[config.mk]
export PLATFORM = sky130hd
export DESIGN_NAME = sw2led_ctrl
export DESIGN_NICKNAME = d
export VERILOG_FILES = /design/src/rtl/sw2led_ctrl.sv
export SDC_FILE = /design/constraint.sdc
export NUM_CORES = 1
export LEC_CHECK = 0
export ABC_AREA = 0
export CAP_MARGIN = 20
export CORE_ASPECT_RATIO = 0.5
export CORE_UTILIZATION = 65
export DETAILED_ROUTE_END_ITERATION = 16
export DONT_BUFFER_PORTS = 1
export GPL_TIMING_DRIVEN = 0
export PLACE_DENSITY = 0.81
export RECOVER_POWER = 100
export SLEW_MARGIN = 25
export SYNTH_ARGS = -nofsm -noshare
export SYNTH_HDL_FRONTEND = slang
export SYNTH_SLANG_ARGS = --single-unit
[constraint.sdc]
create_clock -name clk -period 4.7 [get_ports clk]
set_input_delay 0.47 -clock clk [delete_from_list [all_inputs] [get_ports clk]]
set_output_delay 0.47 -clock clk [all_outputs]
set_load 0.005 [all_outputs]
[src/rtl/sw2led_ctrl.sv]
// Switch-to-LED path: two-flop sync, debounce, rise/fall events, and four LED modes.
// Latency: sw_db at t+1+DEBOUNCE_CYCLES, ld one edge later; no backpressure.
module sw2led_ctrl #(
  parameter int WIDTH           = 8,
  parameter int DEBOUNCE_CYCLES = 16,
  parameter int BLINK_DIV       = 4
) (
  input  logic             clk,
  input  logic             rst,
  input  logic [WIDTH-1:0] sw,
  input  logic [1:0]       mode,
  input  logic [WIDTH-1:0] latch_clr,
  output logic [WIDTH-1:0] ld,
  output logic [WIDTH-1:0] sw_db,
  output logic [WIDTH-1:0] rise,
  output logic [WIDTH-1:0] fall
);

  localparam int CW = $clog2(DEBOUNCE_CYCLES + 1);
  localparam int PW = (BLINK_DIV > 1) ? $clog2(BLINK_DIV) : 1;
  localparam logic [CW-1:0] DB_LAST  = CW'(DEBOUNCE_CYCLES - 1);
  localparam logic [PW-1:0] PRE_LAST = PW'(BLINK_DIV - 1);

  typedef enum logic [1:0] {
    MODE_DIRECT = 2'd0,
    MODE_TOGGLE = 2'd1,
    MODE_LATCH  = 2'd2,
    MODE_BLINK  = 2'd3
  } mode_e;

  logic [WIDTH-1:0] s1, s2;
  logic [CW-1:0]    cnt [WIDTH];
  logic [WIDTH-1:0] st, st_nxt;
  logic [WIDTH-1:0] ld_nxt;
  logic [1:0]       mode_q;
  logic [PW-1:0]    pre;
  logic             phase;
  mode_e            mode_cur;

  assign mode_cur = mode_e'(mode);

  always_ff @(posedge clk) begin
    if (rst) begin
      s1    <= '0;
      s2    <= '0;
      sw_db <= '0;
      rise  <= '0;
      fall  <= '0;
      for (int i = 0; i < WIDTH; i++) cnt[i] <= '0;
    end else begin
      s1   <= sw;
      s2   <= s1;
      rise <= '0;
      fall <= '0;
      for (int i = 0; i < WIDTH; i++) begin
        if (s2[i] == sw_db[i]) begin
          cnt[i] <= '0;
        end else if (cnt[i] == DB_LAST) begin
          cnt[i]   <= '0;
          sw_db[i] <= s2[i];
          rise[i]  <= s2[i];
          fall[i]  <= ~s2[i];
        end else begin
          cnt[i] <= cnt[i] + CW'(1);
        end
      end
    end
  end

  // A mode change wipes all channel state and swallows a rise on the same edge.
  always_comb begin
    st_nxt = st;
    if (mode != mode_q) begin
      st_nxt = '0;
    end else begin
      for (int i = 0; i < WIDTH; i++) begin
        if (latch_clr[i])
          st_nxt[i] = 1'b0;
        else if (mode_cur == MODE_TOGGLE && rise[i])
          st_nxt[i] = ~st[i];
        else if (mode_cur == MODE_LATCH && rise[i])
          st_nxt[i] = 1'b1;
      end
    end
  end

  always_comb begin
    ld_nxt = sw_db;
    case (mode_cur)
      MODE_DIRECT: ld_nxt = sw_db;
      MODE_TOGGLE,
      MODE_LATCH:  ld_nxt = st;
      MODE_BLINK:  ld_nxt = sw_db & {WIDTH{phase}};
      default:     ld_nxt = sw_db;
    endcase
  end

  always_ff @(posedge clk) begin
    if (rst) begin
      st     <= '0;
      mode_q <= '0;
      pre    <= '0;
      phase  <= 1'b0;
      ld     <= '0;
    end else begin
      st     <= st_nxt;
      mode_q <= mode;
      ld     <= ld_nxt;
      if (pre == PRE_LAST) begin
        pre   <= '0;
        phase <= ~phase;
      end else begin
        pre <= pre + PW'(1);
      end
    end
  end

endmodule

==> results of run 1 <==
metrics by stage:
stage          cell area, sq um  setup WS [ns]  instances  power, W  utilization (%)
5_1_grt                    4526          2.767        458  0.001794            79.32
3_5_place_dp               4249          2.779        442  0.001040            74.47
6_report                   4526          2.857        458  0.001733            79.32
2_1_floorplan              4158          3.052        369  0.001021                -
4_1_cts                    4541          2.845        458  0.001742            79.58
3_3_place_gp               4249          2.886        442  0.001035            74.47
power by group:
part / internal [W] / total [W] / switching [W]
combinational: 0.0000275 / 0.0000718 / 0.0000443
clock: 0.000410 / 0.000709 / 0.000299
sequential: 0.000936 / 0.000952 / 0.0000161
synth_stat cells:
master / instances / area (sq um)
sky130_fd_sc_hd__nor4_2: 7 / 87.58
sky130_fd_sc_hd__nor3_1: 1 / 5.000
sky130_fd_sc_hd__buf_6: 2 / 22.52
sky130_fd_sc_hd__ha_1: 21 / 262.8
sky130_fd_sc_hd__clkbuf_1: 5 / 18.77
sky130_fd_sc_hd__inv_1: 18 / 67.56
sky130_fd_sc_hd__nand3_1: 8 / 40.04
sky130_fd_sc_hd__and3_1: 16 / 100.1
sky130_fd_sc_hd__nor2b_1: 16 / 100.1
sky130_fd_sc_hd__or2_2: 1 / 6.260
sky130_fd_sc_hd__a22o_1: 8 / 70.07
sky130_fd_sc_hd__xor2_1: 10 / 87.58
sky130_fd_sc_hd__dfxtp_1: 61 / 1221
sky130_fd_sc_hd__nor4bb_1: 16 / 160.2
sky130_fd_sc_hd__buf_2: 1 / 5.000
sky130_fd_sc_hd__nor2_1: 52 / 195.2
sky130_fd_sc_hd__nor3b_2: 1 / 12.51
sky130_fd_sc_hd__mux2i_1: 8 / 80.08
sky130_fd_sc_hd__xnor2_1: 17 / 148.9
sky130_fd_sc_hd__a21oi_1: 9 / 45.04
sky130_fd_sc_hd__edfxtp_1: 40 / 1201
sky130_fd_sc_hd__or3_1: 9 / 56.30
sky130_fd_sc_hd__conb_1: 1 / 3.750
sky130_fd_sc_hd__nor4_1: 1 / 6.260
sky130_fd_sc_hd__nor3b_1: 1 / 7.510
cell type report:
type	instances	area [sq um]	share of cell area [%]
inverters	18	67.56	1.493
well taps	73	91.34	2.018
flip-flops and latches	101	2422	53.52
multi-input cells	242	1615	35.69
clock inverters	3	16.27	0.3594
plain buffers	8	37.54	0.8294
clock buffers	13	275.3	6.082
sequential cells by signal, summed over array words and instances (netlist names):
| name | cells |
|---|---|
| cnt | 40 |
| fall | 8 |
| ld | 8 |
| mode_q | 2 |
| phase | 1 |
| pre | 2 |
| rise | 8 |
| s1 | 8 |
| s2 | 8 |
| st | 8 |
| sw_db | 8 |
worst max-delay path, stage by stage (launching register included):
cell	delay, ns
sky130_fd_sc_hd__edfxtp_1	0.42
sky130_fd_sc_hd__ha_1	0.25
sky130_fd_sc_hd__and3_1	0.20
sky130_fd_sc_hd__ha_1	0.23
sky130_fd_sc_hd__or3_1	0.45
sky130_fd_sc_hd__nor2_1	0.14
per-layer routing:
layer | vias to the layer above | track usage [%] | routed length [um]
li1 | 1210 | - | -
met1 | 1187 | 29.40 | 3235
met2 | 40 | 41.10 | 3562
met3 | 6 | 8.820 | 310
met4 | 0 | 8.083 | 46
met5 | - | 0 | 0
cells by family (layout without fill, tap and decap cells):
group           count (synthesis)  count (layout)  synth area share (%)
flops                         101             101                 60.39
mux                             8               8                 1.996
simple gates                  129             129                 19.37
buf+inv                        26              42                 2.838
compound gates                 17              17                 2.870
xor+xnor                       27              27                 5.895
fa+ha+maj                      21              21                 6.550
other cells                     1              40               0.09348
worst max path at each step:
| stage | startpoint | endpoint | slack, ns | depth (start not counted) |
|---|---|---|---|---|
| finish | cnt[1][0] | cnt[1][3] | 2.86 | 5 |
| floorplan | cnt[0][10] | cnt[0][12] | 3.05 | 5 |
| global route | cnt[0][5] | cnt[0][7] | 2.77 | 5 |
| CTS | cnt[0][5] | cnt[0][7] | 2.84 | 5 |
| global placement | mode[1] | st[7] | 2.89 | 6 |
| detailed placement | mode[1] | st[4] | 2.78 | 6 |
==> reports/results.txt, run 1 <==
During placement, the flow inserted port buffers numbering 0. The number of global-route vias before repair is 2418. Wire length of the first global-routing pass: 11650 um.

The number of clock sinks is 101. The run finished with clean final reports. The worst register-to-register path has a setup slack of 2.86 ns. The number of cells upsized or downsized after cts came out at 0. The data required time of the worst path came out at 4.90 ns.

In this run the most critical hold path is launched from latch_clr[4]. The final-report setup violation count is 0. Most common cell after layout, fill and taps aside: sky130_fd_sc_hd__dfxtp_1.

The number of cells traversed by the worst hold path came out at 1. The run gives 25 as the unique cell type count in the Yosys netlist. The congestion estimate from routability-driven global placement came to 0.7373. The net count of the finished layout is 421. The initial utilization of the core area, before any placement, comes to 70.31%.

Hold is met by 0.1935 ns. The run gives 52 as the number of I/O pins. The filler cells instantiated in the layout total 347. The run gives 0 as the number of pins with negative max-slew slack in the final report.

STA puts the critical path data arrival time at 2.04 ns. The count of maximum capacitance violations came out at 0. TritonCTS built the clock tree.

The deepest clock path buffer count is 2. The tools report the count of hold buffers inserted by post-cts repair as 0. For this run, the top clock speed supported by timing is 542.6 MHz. The terminating pin of the worst hold path is st[4]. After clock tree synthesis, the clock-pin slew on the worst setup and hold paths is 0.06 ns. In this run the critical register-to-register path is launched from cnt[1][0]. For the count of synthesis-stage warnings from yosys, the log shows 0. The share of post-route cells with drive strength above 1 works out to 6.234%.

The cell at the root of the clock tree is sky130_fd_sc_hd__clkbuf_16. The run gives 0 as the post-CTS setup-driven buffer insertion count. The tools report the endpoint of the worst-slack reg-to-reg timing path as cnt[1][3]. The total area inside the core boundary comes to 5705 sq um. The type of the setup path with the least slack was reg -> reg. At the pin with the least slew margin, the transition time is 0.6389 ns. After the first detailed-routing iteration, the DRC count stood at 194. The standard-cell row count was 19; the horizontal extent of the die was 113.1 um. The mapped netlist covers 4011 sq um. The clock latency on the worst-skew pair came out at 0.34 ns. The worst register-to-register path has a depth of 5.

From synthesis to final layout, the design area changed by 12.82%. Adding up every negative setup slack in the final design gives 0 ns. The post-detailed-placement half-perimeter wirelength is 4877 um, and the largest vdd supply drop is 366.9 uV.

STA classifies the critical path startpoint as a flip-flop. In this run the tightest slew margin relative to its limit is 57.25%. The number of diodes is 0, and the number of detailed-routing iterations run before antenna repair is 4.

Summing over every cut layer, the via total after detailed routing is 2443. The die covers 6509 sq um. The class of the tightest hold or removal check is in -> reg. Setup repair after global routing left no endpoint under its margin. The number of hold violations in the final report is 0, and the residual DRC count is 0. The H-tree generated during clock tree synthesis spans 3 levels.

The endpoint class of the critical path was a flip-flop. Initial antenna violation count: 0. Power spread over the standard cell area amounts to 382.9 nW/um^2.

The clock arrives with 0.005482 ns of skew. Global routing consumed, over all layers together, 24.30% of the routing resources. For the remaining antenna violation count after routing, the log shows 0.

Dividing the detail-routed via count by the number of cells gives 5.334. Total global routing overflow: 0. In this run the vertical extent of the chip is 57.55 um. The total clock buffers created by CTS is 9.

Entering global routing, the biggest net connects 16 pins. In the synthesized netlist, the number of instances is 330. The post-synthesis sequential area ratio came out at 60.39%. Detailed-route wire length: 7154 um.

The library cells used most frequently in the layout, excluding fill and tap cells, are 61 x sky130_fd_sc_hd__dfxtp_1, 52 x sky130_fd_sc_hd__nor2_1, 40 x sky130_fd_sc_hd__edfxtp_1, 40 x sky130_fd_sc_hd__conb_1, 21 x sky130_fd_sc_hd__ha_1. Synthesized area divided by synthesized cell count: 12.16 sq um. For this design the static power due to leakage is 1.813 nW. Of all nets on the critical path, the largest fanout is 5.

Synthesis inferred 101 register bits. The routed wire length per instance is 15.62 um, and the share of the clock period used by the worst path is 39.21%. The clock period minus worst slack was 1.843 ns.
(Power assumes the default switching activity.)
==> inputs of run 2 (changes only) <==
Settings changed: CORE_UTILIZATION 65 to 62, PLACE_DENSITY 0.81 to 0.78.
Clock period 4.7 ns to 1.7 ns, I/O delays scaled along.
==> run 2 against run 1 <==
Net effect:
- critical path depth unchanged
- combinational power rose to 3.8 times the previous value
- count of clock-buffer cells in the layout up 3
- hold slack worse by 0.17 ns
- largest cell class unchanged
- cell count up 9.4%
- design area up 9.3%
- maximum frequency up 11%
==> reports/results.txt, run 2 (synthesized netlist as in run 1, its figures left out) <==
The clock tree synthesis step divided the H-tree into 3 levels. The post-placement setup slack is -0.1002 ns, and the clock period minus worst slack is 1.664 ns. The number of pins with negative max-slew slack in the final report is 0, and the total clock buffers created by CTS is 9. The count of buffers added on input and output ports is 0.

The initial utilization of the core area, before any placement, comes to 65.16%. The multi-input combinational cell area was 1749 sq um; the final-report setup violation count was 0. Of all nets on the critical path, the largest fanout is 5. Clock latency on the worst-skew pair: 0.34 ns.

Clock-pin slew was measured on the worst setup and hold paths at 0.06 ns. Most common cell after layout, fill and taps aside: sky130_fd_sc_hd__dfxtp_1. The run finished with clean final reports. After floorplanning, the core was divided into 20 placement rows. The top cell types in the final layout, fill and taps aside, are 61 x sky130_fd_sc_hd__dfxtp_1, 40 x sky130_fd_sc_hd__nor2_1, 40 x sky130_fd_sc_hd__edfxtp_1, 40 x sky130_fd_sc_hd__conb_1, 18 x sky130_fd_sc_hd__inv_1. Register ranked first by flip-flop count: cnt.

The post-layout worst setup margin was 0.03566 ns. The share of the clock period used by the worst path came out at 97.90%. The endpoint of the worst-slack reg-to-reg timing path is cnt[1][3].

Global routing consumed, over all layers together, 24.71% of the routing resources. For the number of detailed-routing iterations run before antenna repair, the log shows 4. For this design the static power due to leakage is 1.933 nW. By startpoint and endpoint, the worst setup path is classified as reg -> reg.

Along the worst hold path, the cell count comes to 2. The post-detailed-placement half-perimeter wirelength came out at 5150 um. Counting cells, the worst reg-to-reg path comes to 5. The tools report the startpoint of the worst-slack reg-to-reg timing path as cnt[1][1]. In this run the most critical hold path is launched from mode[0]. Routed wire length per instance: 15.70 um. Setup total negative slack on the finished layout was measured at 0 ns. After floorplanning, the core was sized to cover 6156 sq um. Cell at the root of the clock tree: sky130_fd_sc_hd__clkbuf_16. The logs give 0 for the number of hold violations in the final report and 101 for the number of clock sinks. The total global routing overflow is 0, and the transition time at the pin with the least slew margin is 0.7819 ns. The die covers 6815 sq um.

After detailed routing, the number of remaining DRC violations is 0. VDD sags by at most 694.2 uV. The register with the most flip-flops in the layout has 40 of them. The power per unit of standard cell area is 991.9 nW/um^2. The run gives 0 as the initial antenna violation count. The sequential cells in the finished layout cover a total of 2422 sq um.

The deepest clock path buffer count was 2; the total number of vias was 2585. The number of global-route vias before repair is 2540, and the count of maximum capacitance violations is 0. The pin count of the biggest net entering global routing is 16.

After detailed routing, the total wire length is 7867 um. In this run the register-to-register setup slack is 0.04 ns. The finished layout holds 501 standard cells, fillers aside. The congestion estimate from routability-driven global placement came to 0.7444. For this run, the post-layout net count is 449. After detailed routing, the number of vias per cell comes to 5.160. Data on the critical path arrives at its endpoint at 1.87 ns.

Setup repair after global routing could not meet its margin everywhere. TritonCTS built the clock tree. Clock skew on the completed layout was measured at 0.004857 ns. The count of placed standard cells including taps is 457, and the highest clock rate is 600.8 MHz. The worst hold path terminates at mode_q[0].

The tools report the endpoint class of the critical path as a flip-flop. The worst slew slack as a fraction of its limit was 47.68%. The synthesis-to-layout area growth came out at 23.33%. Number of design-rule violations left by the first detailed-router iteration: 136. The horizontal extent of the die came out at 115.8 um. Wire length of the first global-routing pass: 12100 um.

The filler cells instantiated in the layout total 390. The overall die height was 58.88 um; the data required time of the worst path was 1.90 ns. Once detail routing completed, the nets flagged for antenna violations numbered 0. During I/O placement, the number of pins put on the boundary was 52.

The tools report the type of origin of the critical path as a flip-flop. The worst hold path belongs to the class in -> reg. The repair_antennas step left the layout with diodes totalling 0. The share of post-route cells with drive strength above 1 was 17.92%.
## run 2: changes by cell type in the layout (fill, tap and decap cells not counted), sizes merged
cell / previous run / this run
clkbuf: 20 / 21
inv: 19 / 18
buf: 1 / 15
dlygate4sd3: 0 / 16
clkinv: 2 / 0
## run 2: final cells by class
type | count | share of cell area [%]
Inverter | 18 | 1.366
Buffer | 8 | 0.9358
Multi-Input combinational cell | 242 | 35.36
Sequential cell | 101 | 48.96
Timing Repair Buffer | 28 | 5.058
Tap cell | 88 | 2.226
Clock buffer | 16 | 6.095
## run 2: worst max path at each step
| stage | start | endpoint | slack, ns |
|---|---|---|---|
| final | cnt[1][1] | cnt[1][3] | 0.04 |
| after global routing | cnt[1][1] | cnt[1][2] | -0.03 |
| after CTS | cnt[1][0] | cnt[1][3] | 0.004 |
| after global placement | cnt[0][10] | cnt[0][12] | -0.03 |
| after floorplan | cnt[0][10] | cnt[0][12] | 0.05 |
| after detailed placement | cnt[0][0] | cnt[0][2] | -0.10 |
## run 2: worst max-delay path, stage by stage, from the launching register on
cell and delay, ns:
sky130_fd_sc_hd__edfxtp_1 0.41, sky130_fd_sc_hd__ha_2 0.22, sky130_fd_sc_hd__and3_1 0.18, sky130_fd_sc_hd__ha_2 0.19, sky130_fd_sc_hd__or3_4 0.41, sky130_fd_sc_hd__nor2_2 0.12
## run 2: power by group
part,switching [W],total (W),internal (W)
Combinational,0.000149,0.000275,0.000126
Clock,0.000807,0.00200,0.00119
Sequential,0.0000442,0.00263,0.00259
## run 2: repair_timing
action                     in CTS  in global routing
gates cloned                    0                  0
gates resized for setup        16                 23
hold buffers                   16                  0
pin swaps                       0                  4
buffers inserted                7                  5
hold endpoints to repair       16                  0
setup endpoints to repair      40                 40
## run 2: layer usage
metal / up-vias / part of all wire [%] / global-route usage (%)
met3: 15 / 3.7 / 6.385
met5: - / 0 / 0
met2: 42 / 52 / 45.00
met1: 1260 / 43 / 28.49
met4: 0 / 1.7 / 9.707
li1: 1268 / - / -
## run 2: through the flow
step                      power [W]  util (%)  instance area [sq um]  hold WS (ns)
after floorplan            0.002822         -                   4158        0.2410
after CTS                  0.004915     78.66                   4842       0.01124
after detailed placement   0.002885     69.33                   4268        0.2425
after global routing       0.005073     80.37                   4947       0.02067
after global placement     0.002866     69.33                   4268        0.2418
final                      0.004907     80.37                   4947       0.02022
==> inputs of run 3 (changes only) <==
Settings changed: CELL_PAD_IN_SITES_DETAIL_PLACEMENT set to 1, CELL_PAD_IN_SITES_GLOBAL_PLACEMENT set to 2, CORE_UTILIZATION 62 to 42.
==> run 3 against run 2 <==
Net effect:
- die area increased by 46%
- critical path depth unchanged
- register-to-register slack about the same
- maximum frequency about the same
- routed wire length increased by 8.6%
- utilization decreased by 24 points
- setup slack about the same
- highest routed layer unchanged
==> reports/results.txt, run 3 (synthesized netlist as in run 1, its figures left out) <==
Timing analysis after detailed placement gives a worst setup slack of -0.1426 ns. The critical path goes through ha_2 > and3_4 > ha_4 > or3_4 > nor2_1. The terminating pin of the worst hold path is mode_q[0].

The clock slew seen by the registers of the worst setup and hold paths came out at 0.07 ns. After the last flow step, the layout net total stands at 454. The worst register-to-register path begins at cnt[1][1].

The horizontal extent of the die is 140.2 um. The leakage dissipation came out at 1.953 nW. The number of cells traversed by the worst hold path was 2; the clock period minus worst slack was 1.664 ns.

The final-layout fill cell count is 932. The critical path is of the reg -> reg type. For this run, the share of the core covered by cells in the final layout is 56.20%. The tools report the number of pins with negative max-slew slack in the final report as 0. The start point of the worst hold path is mode[0].

The overall power after layout is 0.004933 W, and the sequential cell area in the final layout is 2422 sq um. Leaving out fill and tap cells, the most frequent cell in the layout is sky130_fd_sc_hd__dfxtp_1. The transition time at the pin with the least slew margin is 0.6938 ns, and the total number of vias is 2577. Counting cells, the worst reg-to-reg path comes to 5. Entering global routing, the biggest net connects 16 pins. The number of global-route vias before repair is 2612.

The post-layout worst setup margin came out at 0.03566 ns. The tightest min-delay check is of the in -> reg type. The register ranked first by flip-flop count is cnt. Across the run, the number of max-cap violations was 0. The critical-path cell with the highest stage delay is sky130_fd_sc_hd__or3_4.

The register with the most flip-flops in the layout has 40 of them. Initial antenna violation count: 0. The logs give 0.04 ns for the internal reg-to-reg setup slack and 9970 sq um for the overall die area.

The worst register-to-register path ends at cnt[1][0]. The run gives 45 as the number of design-rule violations left by the first detailed-router iteration. On the final layout, the worst hold slack is 0.02056 ns. The cell family contributing the most delay on the critical path is simple AND/OR/NAND/NOR gates. The remaining antenna violation count after routing was 0; the biggest fanout along the worst timing path was 5. The overall die height is 71.11 um. Summing all non-filler instances in the final layout gives an area of 5046 sq um.

The endpoint class of the critical path is a flip-flop. The initialized floorplan defines 24 standard-cell rows. 0 antenna diodes ended up in the layout.

After detailed routing, the average wire length per cell comes to 15.97 um. The clock latency on the worst-skew pair came out at 0.34 ns. The post-detailed-placement half-perimeter wirelength was 5689 um; the initial cell density of the core was 44.68%. For this run, the top clock speed supported by timing is 600.8 MHz.

Cells with a size suffix above 1 make up 18.66% of the layout. The number of I/O pins came out at 52. Total clock buffers created by CTS: 9. For the wire length of the first global-routing pass, the log shows 13390 um.

After detailed routing, the total wire length is 8546 um. Dividing total power by cell area gives a power density of 977.6 nW/um^2. For the largest vdd supply drop, the log shows 435.9 uV.

The cell at the root of the clock tree was sky130_fd_sc_hd__clkbuf_16. The final clock skew came out at 0.005995 ns. Setup violations remaining at the end of the flow were counted as 0.

At the worst endpoint, the arrival time is 1.87 ns. Global routing used 18.28% of the available tracks across all layers. Share of the clock period used by the worst path: 97.90%. The number of port buffers came out at 0. The area growth from synthesis to layout is 25.80%. TritonCTS built the clock tree. In the layout the commonest cells are 61 x sky130_fd_sc_hd__dfxtp_1, 43 x sky130_fd_sc_hd__nor2_1, 40 x sky130_fd_sc_hd__edfxtp_1, 40 x sky130_fd_sc_hd__conb_1, 18 x sky130_fd_sc_hd__inv_1. The residual DRC count came out at 0. Once placement finished, the instance area stood at 4304 sq um. The number of clock sinks is 101. After detailed routing, the number of vias per cell comes to 4.817. The number of detailed-routing iterations run before antenna repair came out at 4. The core region is 8979 sq um. The H-tree was split into 3 levels. The number of buffers and inverters on the critical path is 0, and the largest stage delay on the critical path is 0.44 ns.

The flow ran to the end, and the final reports show no timing, DRC or antenna violations. The type of origin of the critical path was a flip-flop. Headroom to the max-slew limit came out at 53.57%. For this run the aggregate overflow at the end of global routing stands at 0. The data required time of the worst path was 1.91 ns. For the deepest clock path buffer count, the log shows 2. At the end of routability-driven placement, the weighted congestion stood at 0.7707.

The run gives 1784 sq um as the multi-input combinational cell area. The number of hold violations in the final report is 0.
## run 3: cell count changes in the layout (fill, tap and decap cells not counted), moves of 2 or more
cell / change
sky130_fd_sc_hd__ha_4: +2
sky130_fd_sc_hd__and3_4: +2
sky130_fd_sc_hd__clkinv_2: +3
sky130_fd_sc_hd__nor2_2: -5
sky130_fd_sc_hd__clkbuf_8: -3
sky130_fd_sc_hd__buf_4: +4
sky130_fd_sc_hd__and3_1: -2
sky130_fd_sc_hd__nor2_4: +2
sky130_fd_sc_hd__nor2_1: +3
## run 3: worst register-to-register path, delay by kind of cell, from the launching register on
kind	cells	cell delay [ns]
and+or+nand+nor	3	0.73
DFF	1	0.41
adders and majority gates	2	0.38
## run 3: worst max path at each step
stage          startpoint          to  slack, ns  cells after the start
5_1_grt         cnt[1][1]   cnt[1][4]     -0.006                      5
4_1_cts         cnt[1][0]   cnt[1][3]     0.0002                      5
3_3_place_gp   cnt[0][10]  cnt[0][13]      -0.06                      5
3_5_place_dp    cnt[1][0]   cnt[1][3]      -0.14                      5
6_report        cnt[1][1]   cnt[1][0]       0.04                      5
2_1_floorplan  cnt[0][10]  cnt[0][12]       0.05                      5
## run 3: timing repair
item                                    4_1_cts  5_1_grt
pin swaps                                     1       11
cloned                                        0        0
setup buffers                                 8        8
hold buffers                                 17        0
endpoints found under the setup margin       40       35
resized for setup                            19       23
endpoints found under the hold margin        17        0
## run 3: layer usage
metal	track usage [%]	up-vias	part of all wire [%]
met1	21.52	1260	44
met3	6.161	12	3.8
met2	31.72	31	50
li1	-	1274	-
met4	6.105	0	1.5
met5	0	-	0
## run 3: where the power goes
group,internal (W),switching [W],leakage [nW],total [W]
Clock,0.00115,0.000875,0.151,0.00202
Combinational,0.000130,0.000150,0.893,0.000280
Sequential,0.00259,0.0000425,0.908,0.00263
Total,0.00387,0.00107,1.95,0.00493
## run 3: area by class of cell
class                           count  share of cell area, %
Sequential cell                   101                  48.00
Multi-Input combinational cell    242                  35.36
Timing Repair Buffer               33                  5.753
Clock buffer                       12                  5.505
Tap cell                          117                  2.901
Inverter                           18                  1.339
Buffer                              8                 0.7687
Clock inverter                      4                 0.3719
## run 3: metrics by stage
stage / setup TNS (ns) / instances
2_1_floorplan: 0 / 369
3_3_place_gp: -0.8305 / 486
3_5_place_dp: -2.629 / 486
4_1_cts: 0 / 527
5_1_grt: -0.02103 / 535
6_report: 0 / 535
